**config.mk**
```make
export PLATFORM = sky130hd
export DESIGN_NAME = trivium_stream_decryptor
export DESIGN_NICKNAME = d
export VERILOG_FILES = /design/src/rtl/trivium_pkg.sv /design/src/rtl/trivium_stream_decryptor_ks_core.sv /design/src/rtl/trivium_stream_decryptor.sv
export SDC_FILE = /design/constraint.sdc
export NUM_CORES = 1
export LEC_CHECK = 0
export CAP_MARGIN = 20
export CORE_MARGIN = 2
export CORE_UTILIZATION = 60
export DETAILED_ROUTE_END_ITERATION = 7
export DONT_BUFFER_PORTS = 1
export HOLD_SLACK_MARGIN = 0.1
export PLACE_DENSITY = 0.84
export SETUP_SLACK_MARGIN = 0.1
export SLEW_MARGIN = 0
export SYNTH_ARGS = -nofsm -noshare
export SYNTH_HDL_FRONTEND = slang
export SYNTH_SLANG_ARGS = --single-unit
```
**constraint.sdc**
```tcl
create_clock -name clk -period 2.84 [get_ports clk]
set_clock_uncertainty 0.1 [all_clocks]
set_input_delay 0.568 -clock clk [delete_from_list [all_inputs] [get_ports clk]]
set_output_delay 0.568 -clock clk [all_outputs]
set_load 0.02 [all_outputs]
```
**src/rtl/trivium_pkg.sv**
```systemverilog
// trivium_pkg: shared constants, state codes and seed expansion for the
// three-register stream cipher (encryptor and decryptor).
package trivium_pkg;
   localparam int SEED_W = 8;
   localparam int LFSR_W = 64;
   localparam logic [LFSR_W-1:0] INIT_S1 = 64'h23A2B;
   localparam logic [LFSR_W-1:0] INIT_S2 = 64'h2A892;
   localparam logic [LFSR_W-1:0] INIT_S3 = 64'hF4511;
   localparam logic [SEED_W-1:0] SEED_RSV_LO = 8'h00;
   localparam logic [SEED_W-1:0] SEED_RSV_HI = 8'hFF;
   localparam logic [1:0] UNSEEDED = 2'd0;
   localparam logic [1:0] READY    = 2'd1;
   localparam logic [1:0] GEN      = 2'd2;
   localparam logic [1:0] OUT      = 2'd3;

   typedef struct packed {
      logic [LFSR_W-1:0] s1;
      logic [LFSR_W-1:0] s2;
      logic [LFSR_W-1:0] s3;
   } lfsr_set_t;

   function automatic logic seed_reserved(input logic [SEED_W-1:0] seed);
      return seed == SEED_RSV_LO || seed == SEED_RSV_HI;
   endfunction

   function automatic lfsr_set_t expand_seed(input logic [SEED_W-1:0] seed);
      lfsr_set_t r;
      r.s1 = {48'd0, seed, seed};
      r.s2 = {48'd0, seed, ~seed[3:0], seed[7:4]};
      r.s3 = {48'd0, seed, seed ^ 8'hA5};
      return r;
   endfunction
endpackage

```
**src/rtl/trivium_stream_decryptor_ks_core.sv**
```systemverilog
// trivium_ks_core: the three 64-bit feedback registers; one keystream bit per
// step, reloadable from an 8-bit seed. Shared with the encryptor.
module trivium_ks_core
   import trivium_pkg::*;
(
   input  logic              clk,
   input  logic              rst_n,
   input  logic              load,
   input  logic [SEED_W-1:0] seed,
   input  logic              step,
   output logic              k
);
   logic [LFSR_W-1:0] s1, s2, s3;
   lfsr_set_t init;

   assign init = expand_seed(seed);
   assign k = s1[0] ^ s2[0] ^ s3[0];

   always_ff @(posedge clk or negedge rst_n) begin
      if (!rst_n) begin
         s1 <= INIT_S1;
         s2 <= INIT_S2;
         s3 <= INIT_S3;
      end else if (load) begin
         s1 <= init.s1;
         s2 <= init.s2;
         s3 <= init.s3;
      end else if (step) begin
         s1 <= {s1[62:0], s2[0] ^ s3[1] ^ s1[5] ^ s2[7] ^ s3[13] ^ s1[31] ^ s2[47] ^ s3[60]};
         s2 <= {s2[62:0], s3[3] ^ s1[1] ^ s2[2] ^ s3[19] ^ s1[23]};
         s3 <= {s3[62:0], s1[5] ^ s2[2] ^ s3[4] ^ s1[17] ^ s2[29] ^ s3[63] ^ s1[10] ^ s2[40]};
      end
   end
endmodule

```
**src/rtl/trivium_stream_decryptor.sv**
```systemverilog
// trivium_stream_decryptor: byte-wide ready/valid decryptor, 8 keystream steps
// per byte. Define TRIVIUM_DEC_BYTECNT_EN to add the byte_cnt handshake counter.
module trivium_stream_decryptor
   import trivium_pkg::*;
(
   input  logic              clk,
   input  logic              rst_n,
   input  logic [SEED_W-1:0] seed,
   input  logic              seed_load,
   output logic              seed_err,
   input  logic [7:0]        in_data,
   input  logic              in_valid,
   output logic              in_ready,
   output logic [7:0]        out_data,
   output logic              out_valid,
   input  logic              out_ready,
   output logic              busy
`ifdef TRIVIUM_DEC_BYTECNT_EN
   ,
   output logic [15:0]       byte_cnt
`endif
);
   logic [1:0] state;
   logic [2:0] cnt;
   logic [7:0] data;
   logic [6:0] ks;
   logic       prev_bit, k, seed_ok;

   assign seed_ok = seed_load && !seed_reserved(seed);
   assign busy = state == GEN || state == OUT;

   trivium_ks_core u_core (
      .clk   (clk),
      .rst_n (rst_n),
      .load  (seed_ok),
      .seed  (seed),
      .step  (state == GEN && !seed_ok),
      .k     (k)
   );

   always_ff @(posedge clk or negedge rst_n) begin
      if (!rst_n) begin
         state     <= UNSEEDED;
         cnt       <= 3'd0;
         data      <= 8'd0;
         ks        <= 7'd0;
         prev_bit  <= 1'b0;
         seed_err  <= 1'b0;
         in_ready  <= 1'b0;
         out_data  <= 8'd0;
         out_valid <= 1'b0;
      end else begin
         seed_err <= seed_load && !seed_ok;
         if (seed_ok) begin
            state     <= READY;
            cnt       <= 3'd0;
            prev_bit  <= 1'b0;
            in_ready  <= 1'b1;
            out_valid <= 1'b0;
         end else begin
            case (state)
               READY: if (in_valid) begin
                  data     <= in_data;
                  cnt      <= 3'd0;
                  in_ready <= 1'b0;
                  state    <= GEN;
               end
               GEN: begin
                  // k0..k6 fill ks; k7 is held back as the next byte's MSB
                  ks  <= {ks[5:0], k};
                  cnt <= cnt + 3'd1;
                  if (cnt == 3'd7) begin
                     out_data  <= data ^ {prev_bit, ks};
                     prev_bit  <= k;
                     out_valid <= 1'b1;
                     state     <= OUT;
                  end
               end
               OUT: if (out_ready) begin
                  out_valid <= 1'b0;
                  in_ready  <= 1'b1;
                  state     <= READY;
               end
               default: ;
            endcase
         end
      end
   end

`ifdef TRIVIUM_DEC_BYTECNT_EN
   always_ff @(posedge clk or negedge rst_n) begin
      if (!rst_n) byte_cnt <= 16'd0;
      else if (seed_ok) byte_cnt <= 16'd0;
      else if (out_valid && out_ready) byte_cnt <= byte_cnt + 16'd1;
   end
`endif
endmodule

```
==> flow_summary_export.csv, run 1 <==
group,metric,value,unit
pwr,ir_worst_vdd,0.4620,mV
placement,dpl.hpwl,8486,um
die,dieHeight,116.9,um
finish,layout-drive-gt1-share,18.23,%
global_routing,grt_pass1_wl,24810,um
clocking,clk_pin_slew,0.07,ns
pwr,sw_frac_of_total,24.31,%
pwr,p_seq_share,51.0,%
clocking,cts.htree.levels,4,
clocking,cts_tree,"done",
global_routing,grt_pass1_vias,5237,
sta,slew_violations,0,
clocking,worstSkewPairLatency,0.43,ns
sta,rsz0062_at_grt,"false",
placement,place_ws,0.5514,ns
sta,holdWs,-0.2667,ns
worst_setup_path,end_kind,"flop",
finish,multi_input_area,2948,um^2
sta,layout_min_cycle_time,2.306,ns
global_routing,grtUsageTotal,23.19,%
worst_setup_path,crit_buf_inv,0,
clocking,clk_path_buf_depth,2,
worst_setup_path,reg2reg_depth,3,
synthesis,synth_nets,784,
sta,fin_ws,0.5344,ns
sta,slew_headroom,34.50,%
synthesis,ys_ff_latch,176,
die,start_util,61.08,%
worst_setup_path,crit_type,"flop to flop",
pwr,power,5452,uW
drt,dr.pass1.iters,4,
placement,port_buffers,0,
synthesis,synth_top_cell_by_area,"dfrtp_1",
synthesis,netlist_instances,761,
sta,setup_viol,0,
finish,finalNetCount,756,
worst_setup_path,crit_family,"flip-flops",
die,die_x,116.9,um
finish,area_growth,8.363,%
global_routing,grt_antenna_before_repair,0,
drt,wl_met2,7297,um
synthesis,synth_area,7645,um^2
worst_setup_path,cp_data_arrival_time,2.51,ns
synthesis,synth.area.top_cells,"dfrtp_1, nand2_1, dfstp_2, a21oi_2, a21oi_1",
synthesis,yosysSeqAreaShare,58.02,%
pwr,leakage,0.003380,uW
drt,wl_met3,543,um
die,coreArea,12520,um^2
worst_setup_path,slowest_stage,"dfrtp_1",
worst_setup_path,cp_cell_sequence,"nand2b_4, a31oi_4, mux2_2",
run,maxCapViolations,0,
drt,vias_per_cell,5.756,
drt,drt-total-wl,14610,um
pwr,switchingPower,1326,uW
drt,m1WireLength,6434,um
worst_setup_path,slowest_delay,0.72,ns
pwr,powerDensity,658.2,nW/um^2
synthesis,ys_types,35,
outcome,status,"finished, violations left",
worst_setup_path,rr_startpoint,"state[1]",
sta,fin_crit_sh,81.18,%
drt,drt_iter0_drc,560,
placement,gp_congestion,0.8018,
worst_setup_path,worstReg2RegEnd,"ks[6]",
drt,drtAntennaViolNets,0,
finish,antenna_cells,0,
die,ioPinCount,33,
sta,worstMarginPinSlew,0.9749,ns
worst_setup_path,cp_max_fo,46,
sta,finalSetupTns,0,ns
finish,post-route-util,66.18,%
drt,wire_per_inst,15.92,um
clocking,clock-sinks,176,
outcome,violations,"negative hold slack",
clocking,cts_hold_buffers,1,
finish,n_fill_cell,937,
finish,design_area,8284,um^2
synthesis,syn_area_per_cell,10.05,um^2
drt,maxUsedRoutingLayer,"met4",
worst_setup_path,required,3.04,ns
synthesis,synth_warnings,0,
pwr,p_clk_share,41.5,%
die,rows,41,
clocking,ctsRootBufferMaster,"clkbuf_16",
drt,drc,0,
global_routing,grt_start_max_net_pins,177,
placement,placed_area,7697,um^2
worst_setup_path,rrSetupSlack,0.53,ns
global_routing,grt_overflow,0,
finish,seqCellArea,4436,um^2
die,die_area,13660,um^2
sta,hold_violations,151,
worst_setup_path,cp-start-kind,"flop",
drt,vias,5284,
pwr,p_int,4127,uW
pwr,p_comb_share,7.6,%
clocking,cts_buffers,17,
synthesis,yosysTopAreaCellShare,49.43,%
hold_path,hold_class,"primary input to async pin",
sta,max_freq,433.7,MHz
==> cell families after synthesis <==
family / after synthesis / share of synthesized area (%)
buf+inv: 55 / 3.617
simple gates: 306 / 15.91
flops: 176 / 58.02
compound gates: 161 / 14.22
xor+xnor: 28 / 3.208
mux: 33 / 4.697
fa+ha+maj: 2 / 0.3273
==> timing repair <==
action / in CTS / in global routing
resized for setup: 0 / 0
setup endpoints to repair: 0 / 0
buffers inserted: 0 / 0
hold endpoints to repair: 177 / 176
==> power groups by stage <==
stage,Sequential (uW),Clock (uW),Combinational [uW]
after floorplan,2780,0,350
after global placement,2810,0,385
after detailed placement,2820,0,408
after CTS,2780,2280,415
after global routing,2800,2390,455
final,2780,2260,412
==> registers in the layout, summed over array words and instances (netlist names) <==
signal	count
cnt	3
data	8
in_ready	1
ks	7
out_data	8
out_valid	1
prev_bit	1
seed_err	1
state	2
u_core.s1	32
u_core.s2	48
u_core.s3	64
==> worst register-to-register path, delay by kind of cell, from the launching register on <==
kind	cells	cell delay, ns
flops	1	0.72
compound gates	1	0.53
simple gates	1	0.43
mux	1	0.40
==> worst max-delay path by stage <==
stage | start | endpoint | slack, ns | cells past startpoint
finish | state[1] | ks[6] | 0.53 | 3
global route | state[1] | ks[0] | 0.42 | 3
CTS | state[1] | ks[6] | 0.55 | 3
detailed placement | seed[4] | u_core.s3[62] | 0.55 | 5
global placement | seed[4] | u_core.s2[22] | 0.61 | 5
floorplan | seed[2] | ks[0] | 0.85 | 4
==> layout by cell type, fill, tap and decap left out, drive strengths merged, types with 6 or more instances in the layout <==
cell type	instances
dfrtp	151
buf	6
a31oi	42
clkinv	6
xor2	11
xnor2	17
nor3	8
clkbuf	21
dfstp	25
a21oi	104
nand2	281
mux2	23
mux2i	10
==> layout make-up <==
cell class | instances | area share [%]
clock buffers | 21 | 5.679
clock inverters | 11 | 1.284
inverters | 1 | 0.04531
multi-input cells | 530 | 35.58
flip-flops and latches | 176 | 53.54
well taps | 172 | 2.598
repair buffers | 7 | 1.269
==> metrics by stage <==
| stage | hold slack, ns | cells |
|---|---|---|
| after detailed placement | 0.1772 | 885 |
| after global routing | -0.2797 | 918 |
| after floorplan | 0.1724 | 761 |
| after CTS | -0.2748 | 918 |
| after global placement | 0.1762 | 885 |
| final | -0.2667 | 918 |
==> cell usage after synthesis, drive strengths merged <==
cell type	count
nand3	2
nor3	8
nand4	2
nand2b	2
a31oi	42
nor2b	2
xnor2	17
clkinv	1
xor2	11
mux2i	10
clkbuf	32
buf	22
and3	1
a221oi	1
a21oi	104
nand2	281
or2	1
a211oi	3
mux2	23
nor2	3
and2	2
o21bai	4
ha	2
nor4	2
dfrtp	151
dfstp	25
o21ai	3
a221o	2
o22ai	2
==> layer usage <==
metal / global-route usage [%] / vias up
met5: 0 / -
met1: 31.18 / 2676
met4: 9.647 / 0
li1: - / 2476
met3: 4.480 / 26
met2: 37.46 / 106
Note: power is estimated with default switching activity, not from simulation.
==> inputs of run 2 (changes only) <==
- clock period: 2.84 -> 2.3 ns (I/O delays scaled with it)
==> flow_summary_export.csv, run 2 (synthesis results as in run 1) <==
group,metric,value,unit
outcome,status,"finished, violations left",
outcome,violations,"negative hold slack",
global_routing,grt_overflow,0,
clocking,clk_pin_slew,0.06,ns
drt,dr.pass1.iters,5,
die,die_x,116.9,um
sta,layout_min_cycle_time,1.903,ns
worst_setup_path,rrSetupSlack,0.40,ns
pwr,powerDensity,812.7,nW/um^2
die,rows,41,
drt,drc,0,
worst_setup_path,cp_data_arrival_time,2.12,ns
die,coreArea,12520,um^2
worst_setup_path,crit_type,"flop to flop",
finish,antenna_cells,0,
sta,max_freq,525.5,MHz
sta,slew_headroom,47.03,%
finish,area_growth,10.57,%
sta,worstMarginPinSlew,0.7885,ns
placement,dpl.hpwl,9071,um
sta,finalSetupTns,0,ns
run,maxCapViolations,0,
worst_setup_path,rr_startpoint,"cnt[0]",
sta,fin_crit_sh,82.74,%
worst_setup_path,end_kind,"flop",
die,die_area,13660,um^2
hold_path,hold_class,"primary input to async pin",
worst_setup_path,cp-start-kind,"flop",
global_routing,grt_antenna_before_repair,0,
clocking,cts_tree,"done",
sta,rsz0062_at_grt,"false",
placement,dp.cells,893,
drt,vias_per_cell,5.799,
worst_setup_path,required,2.51,ns
die,start_util,61.08,%
pwr,ir_worst_vdd,0.5640,mV
drt,wire_per_inst,16.22,um
placement,place_ws,0.2283,ns
global_routing,grt_pass1_wl,25850,um
clocking,clk_path_buf_depth,2,
global_routing,grt_pass1_vias,5458,
drt,drt-total-wl,15160,um
finish,top_register,"u_core.s3",
clocking,worstSkewPairLatency,0.43,ns
drt,drt_iter0_drc,510,
finish,finalNetCount,773,
worst_setup_path,cp_max_fo,8,
placement,port_buffers,0,
clocking,cts_resized,0,
finish,final_cells,935,
finish,layout-drive-gt1-share,18.87,%
clocking,post_cts_buffers,0,
drt,vias,5422,
clocking,clock-sinks,176,
finish,largest_reg_flops,64,
sta,slew_violations,0,
die,dieHeight,116.9,um
clocking,cts_hold_buffers,10,
die,ioPinCount,33,
clocking,cts.htree.levels,4,
pwr,leakage,0.003476,uW
sta,setup_viol,0,
finish,mostFrequentLayoutCell,"nand2_1",
clocking,ctsRootBufferMaster,"clkbuf_16",
drt,drtAntennaViolNets,0,
global_routing,grt_start_max_net_pins,177,
finish,layout_common_cells,"nand2_1, dfrtp_1, a21oi_1",
global_routing,grtUsageTotal,24.26,%
placement,gp_congestion,0.8371,
worst_setup_path,reg2reg_depth,5,
sta,hold_violations,176,
worst_setup_path,worstReg2RegEnd,"out_data[6]",
sta,fin_ws,0.3969,ns
clocking,cts_buffers,17,
finish,reg.largest.list,"u_core.s3 x64, u_core.s2 x48, u_core.s1 x32",
sta,holdWs,-0.3797,ns
run 2: cell count changes in the layout (fill, tap and decap cells not counted):
cell           delta
bufinv_16         +2
clkinvlp_4        -2
inv_6             -1
clkbuf_8          -3
buf_4             +8
dlygate4sd3_1     +9
clkinv_2          +3
clkinv_4          +1
run 2: routing by layer:
metal,GRT usage (%),vias up,wire (um)
li1,-,2512,-
met1,32.07,2750,6672
met2,39.54,128,7596
met3,6.025,32,603
met4,8.627,0,292
met5,0,-,0
run 2: power by group:
group / internal [uW] / switching (uW) / leakage (uW) / total (uW)
registers: 3290 / 145 / 0.00227 / 3430
clock network: 1710 / 1200 / 0.000294 / 2900
logic: 243 / 291 / 0.000916 / 533
run 2: cell type report:
class / instances / area (um^2)
Fill cell: 890 / 4064
Sequential cell: 176 / 4436
Timing Repair Buffer: 24 / 255.2
Multi-Input combinational cell: 530 / 2948
Tap cell: 172 / 215.2
Inverter: 1 / 3.754
Clock inverter: 14 / 166.4
Clock buffer: 18 / 429.2
run 2: per-stage QoR:
step | instance area, um^2 | power (uW) | hold WS (ns) | utilization, %
after floorplan | 7645 | 3863 | 0.06441 | -
after global placement | 7757 | 3949 | 0.06898 | 61.98
after detailed placement | 7757 | 3995 | 0.06848 | 61.98
after CTS | 8453 | 6905 | -0.3859 | 67.53
after global routing | 8453 | 7111 | -0.3958 | 67.53
final | 8453 | 6870 | -0.3797 | 67.53
run 2: worst max path at each step:
stage / end / cells past startpoint / startpoint / slack, ns
after floorplan: ks[0] / 4 / seed[2] / 0.42
after global placement: ks[6] / 4 / seed[2] / 0.29
after detailed placement: ks[0] / 4 / seed[2] / 0.23
after CTS: out_data[3] / 5 / cnt[0] / 0.41
after global routing: out_data[3] / 5 / cnt[0] / 0.25
final: out_data[6] / 5 / cnt[0] / 0.40
run 2: worst max-delay path: stages, from the launching register on:
cell	delay [ns]
dfrtp_1	0.40
ha_1	0.18
ha_1	0.26
nand2_1	0.14
a31oi_4	0.32
mux2_2	0.38
==> inputs of run 3 (changes only) <==
- CORE_UTILIZATION: 60 -> 57
- PLACE_DENSITY: 0.84 -> 0.83
- clock period: 2.3 -> 1.6 ns (I/O delays scaled with it)
==> flow_summary_export.csv, run 3 (synthesis results as in run 1) <==
group,metric,value,unit
finish,layout_common_cells,"nand2_1, dfrtp_1, a21oi_2",
clocking,cts_tree,"done",
worst_setup_path,cp_max_fo,5,
sta,max_freq,584.8,MHz
clocking,clock-sinks,176,
global_routing,grt_antenna_before_repair,0,
placement,place_ws,-0.1876,ns
worst_setup_path,reg2reg_depth,7,
drt,drtAntennaViolNets,0,
clocking,worstSkewPairLatency,0.45,ns
drt,vias,6193,
worst_setup_path,cp_cell_sequence,"buf_6, nand2b_4, buf_8, buf_6, buf_12, mux2i_1, mux2i_1",
worst_setup_path,end_kind,"flop",
worst_setup_path,rrSetupSlack,-0.11,ns
die,dieHeight,119.8,um
clocking,clk_pin_slew,0.08,ns
die,coreArea,13190,um^2
sta,worstMarginPinSlew,0.7795,ns
outcome,status,"finished, violations left",
pwr,powerDensity,1063,nW/um^2
finish,post-route-util,77.45,%
drt,vias_per_cell,6.205,
global_routing,grt_overflow,0,
pwr,p_seq_share,46.0,%
finish,top_register,"u_core.s3",
clocking,cts.htree.levels,4,
placement,port_buffers,0,
pwr,ir_worst_vdd,0.8897,mV
finish,area_growth,33.63,%
clocking,ctsRootBufferMaster,"clkbuf_16",
global_routing,grt_pass1_vias,6082,
drt,dr.pass1.iters,8,
finish,largest_reg_flops,64,
worst_setup_path,required,1.82,ns
sta,setup_viol,34,
pwr,leakage,0.004245,uW
worst_setup_path,cp_data_arrival_time,1.93,ns
sta,fin_ws,-0.1098,ns
sta,hold_violations,176,
global_routing,grt_start_max_net_pins,177,
placement,gp_congestion,0.8068,
sta,slew_headroom,47.75,%
drt,drt-total-wl,23000,um
worst_setup_path,worstReg2RegEnd,"u_core.s3[2]",
worst_setup_path,crit_family,"buffers and inverters",
drt,drc,0,
die,die_x,119.8,um
outcome,violations,"negative hold slack, negative setup slack",
worst_setup_path,rr_startpoint,"state[1]",
worst_setup_path,crit_buf_inv,4,
finish,antenna_cells,0,
die,ioPinCount,33,
worst_setup_path,crit_type,"flop to flop",
placement,dpl.hpwl,9715,um
global_routing,grtUsageTotal,28.30,%
sta,rsz0062_at_grt,"true",
worst_setup_path,slowest_delay,0.45,ns
pwr,p_clk_share,41.8,%
pwr,switchingPower,2759,uW
sta,fin_crit_sh,106.9,%
finish,reg.largest.list,"u_core.s3 x64, u_core.s2 x48, u_core.s1 x32",
sta,finalSetupTns,-1.157,ns
pwr,p_int,8104,uW
run,maxCapViolations,0,
die,die_area,14350,um^2
pwr,power,10860,uW
drt,wire_per_inst,23.04,um
drt,drt_iter0_drc,769,
pwr,sw_frac_of_total,25.40,%
worst_setup_path,cp-start-kind,"flop",
global_routing,grt_pass1_wl,31410,um
die,start_util,57.96,%
hold_path,hold_class,"primary input to async pin",
worst_setup_path,slowest_stage,"dfrtp_2",
pwr,p_comb_share,12.2,%
finish,mostFrequentLayoutCell,"nand2_1",
die,rows,42,
clocking,cts_buffers,17,
sta,holdWs,-0.5311,ns
sta,slew_violations,0,
clocking,clk_path_buf_depth,2,
finish,finalNetCount,832,
finish,layout-drive-gt1-share,38.81,%
sta,layout_min_cycle_time,1.710,ns
finish,n_fill_cell,679,
run 3: cell count changes in the layout (fill, tap and decap cells not counted), sizes merged:
cell / before / now
bufbuf: 0 / 1
dlygate4sd3: 10 / 17
inv: 1 / 0
clkinv: 10 / 3
buf: 14 / 57
bufinv: 3 / 4
clkinvlp: 1 / 3
clkbuf: 18 / 31
run 3: layer usage:
layer	up-vias	share of wire (%)	track usage [%]	routed length [um]
met3	100	7.2	6.606	1662
met4	0	5.2	12.13	1196
met2	331	50	45.96	11400
met5	-	0	0	0
li1	2627	-	-	-
met1	3135	38	36.71	8737
run 3: area by class of cell:
cell class / instances / area (um^2) / area share (%)
Clock inverter: 9 / 156.4 / 1.531
Tap cell: 176 / 220.2 / 2.156
Sequential cell: 176 / 4438 / 43.44
Timing Repair Buffer: 83 / 1232 / 12.06
Clock buffer: 23 / 478.0 / 4.679
Multi-Input combinational cell: 530 / 3687 / 36.09
Inverter: 1 / 3.754 / 0.03674
run 3: through the flow:
step,cells,cell area (um^2)
CTS,976,9492
floorplan,761,8097
global route,998,10220
detailed placement,912,8209
finish,998,10220
global placement,912,8209
run 3: power by group through the flow:
stage          sequential [uW]  clock [uW]  combinational [uW]
5_1_grt                   5010        4730                1380
2_1_floorplan             4930           0                 716
4_1_cts                   4920        4500                1040
3_3_place_gp              4980           0                 805
6_report                  5000        4540                1320
3_5_place_dp              4990           0                 844
run 3: what timing repair did:
action                                  CTS  global route
endpoints found under the setup margin  146           170
gates cloned                              7             8
hold endpoints to repair                210           177
hold buffers                             16             1
pin swaps                                11            46
setup buffers                             9            15
resized for setup                        33            97
run 3: how the worst max path moves through the flow:
stage          cells after the start             to  startpoint  slack (ns)
2_1_floorplan                      4          ks[0]     seed[6]        -0.1
3_3_place_gp                       4        data[3]     seed[6]       -0.15
3_5_place_dp                       4        data[4]     seed[2]       -0.19
4_1_cts                            6    out_data[5]      cnt[0]       -0.03
5_1_grt                            6  u_core.s2[10]    state[1]       -0.13
6_report                           7   u_core.s3[2]    state[1]       -0.11
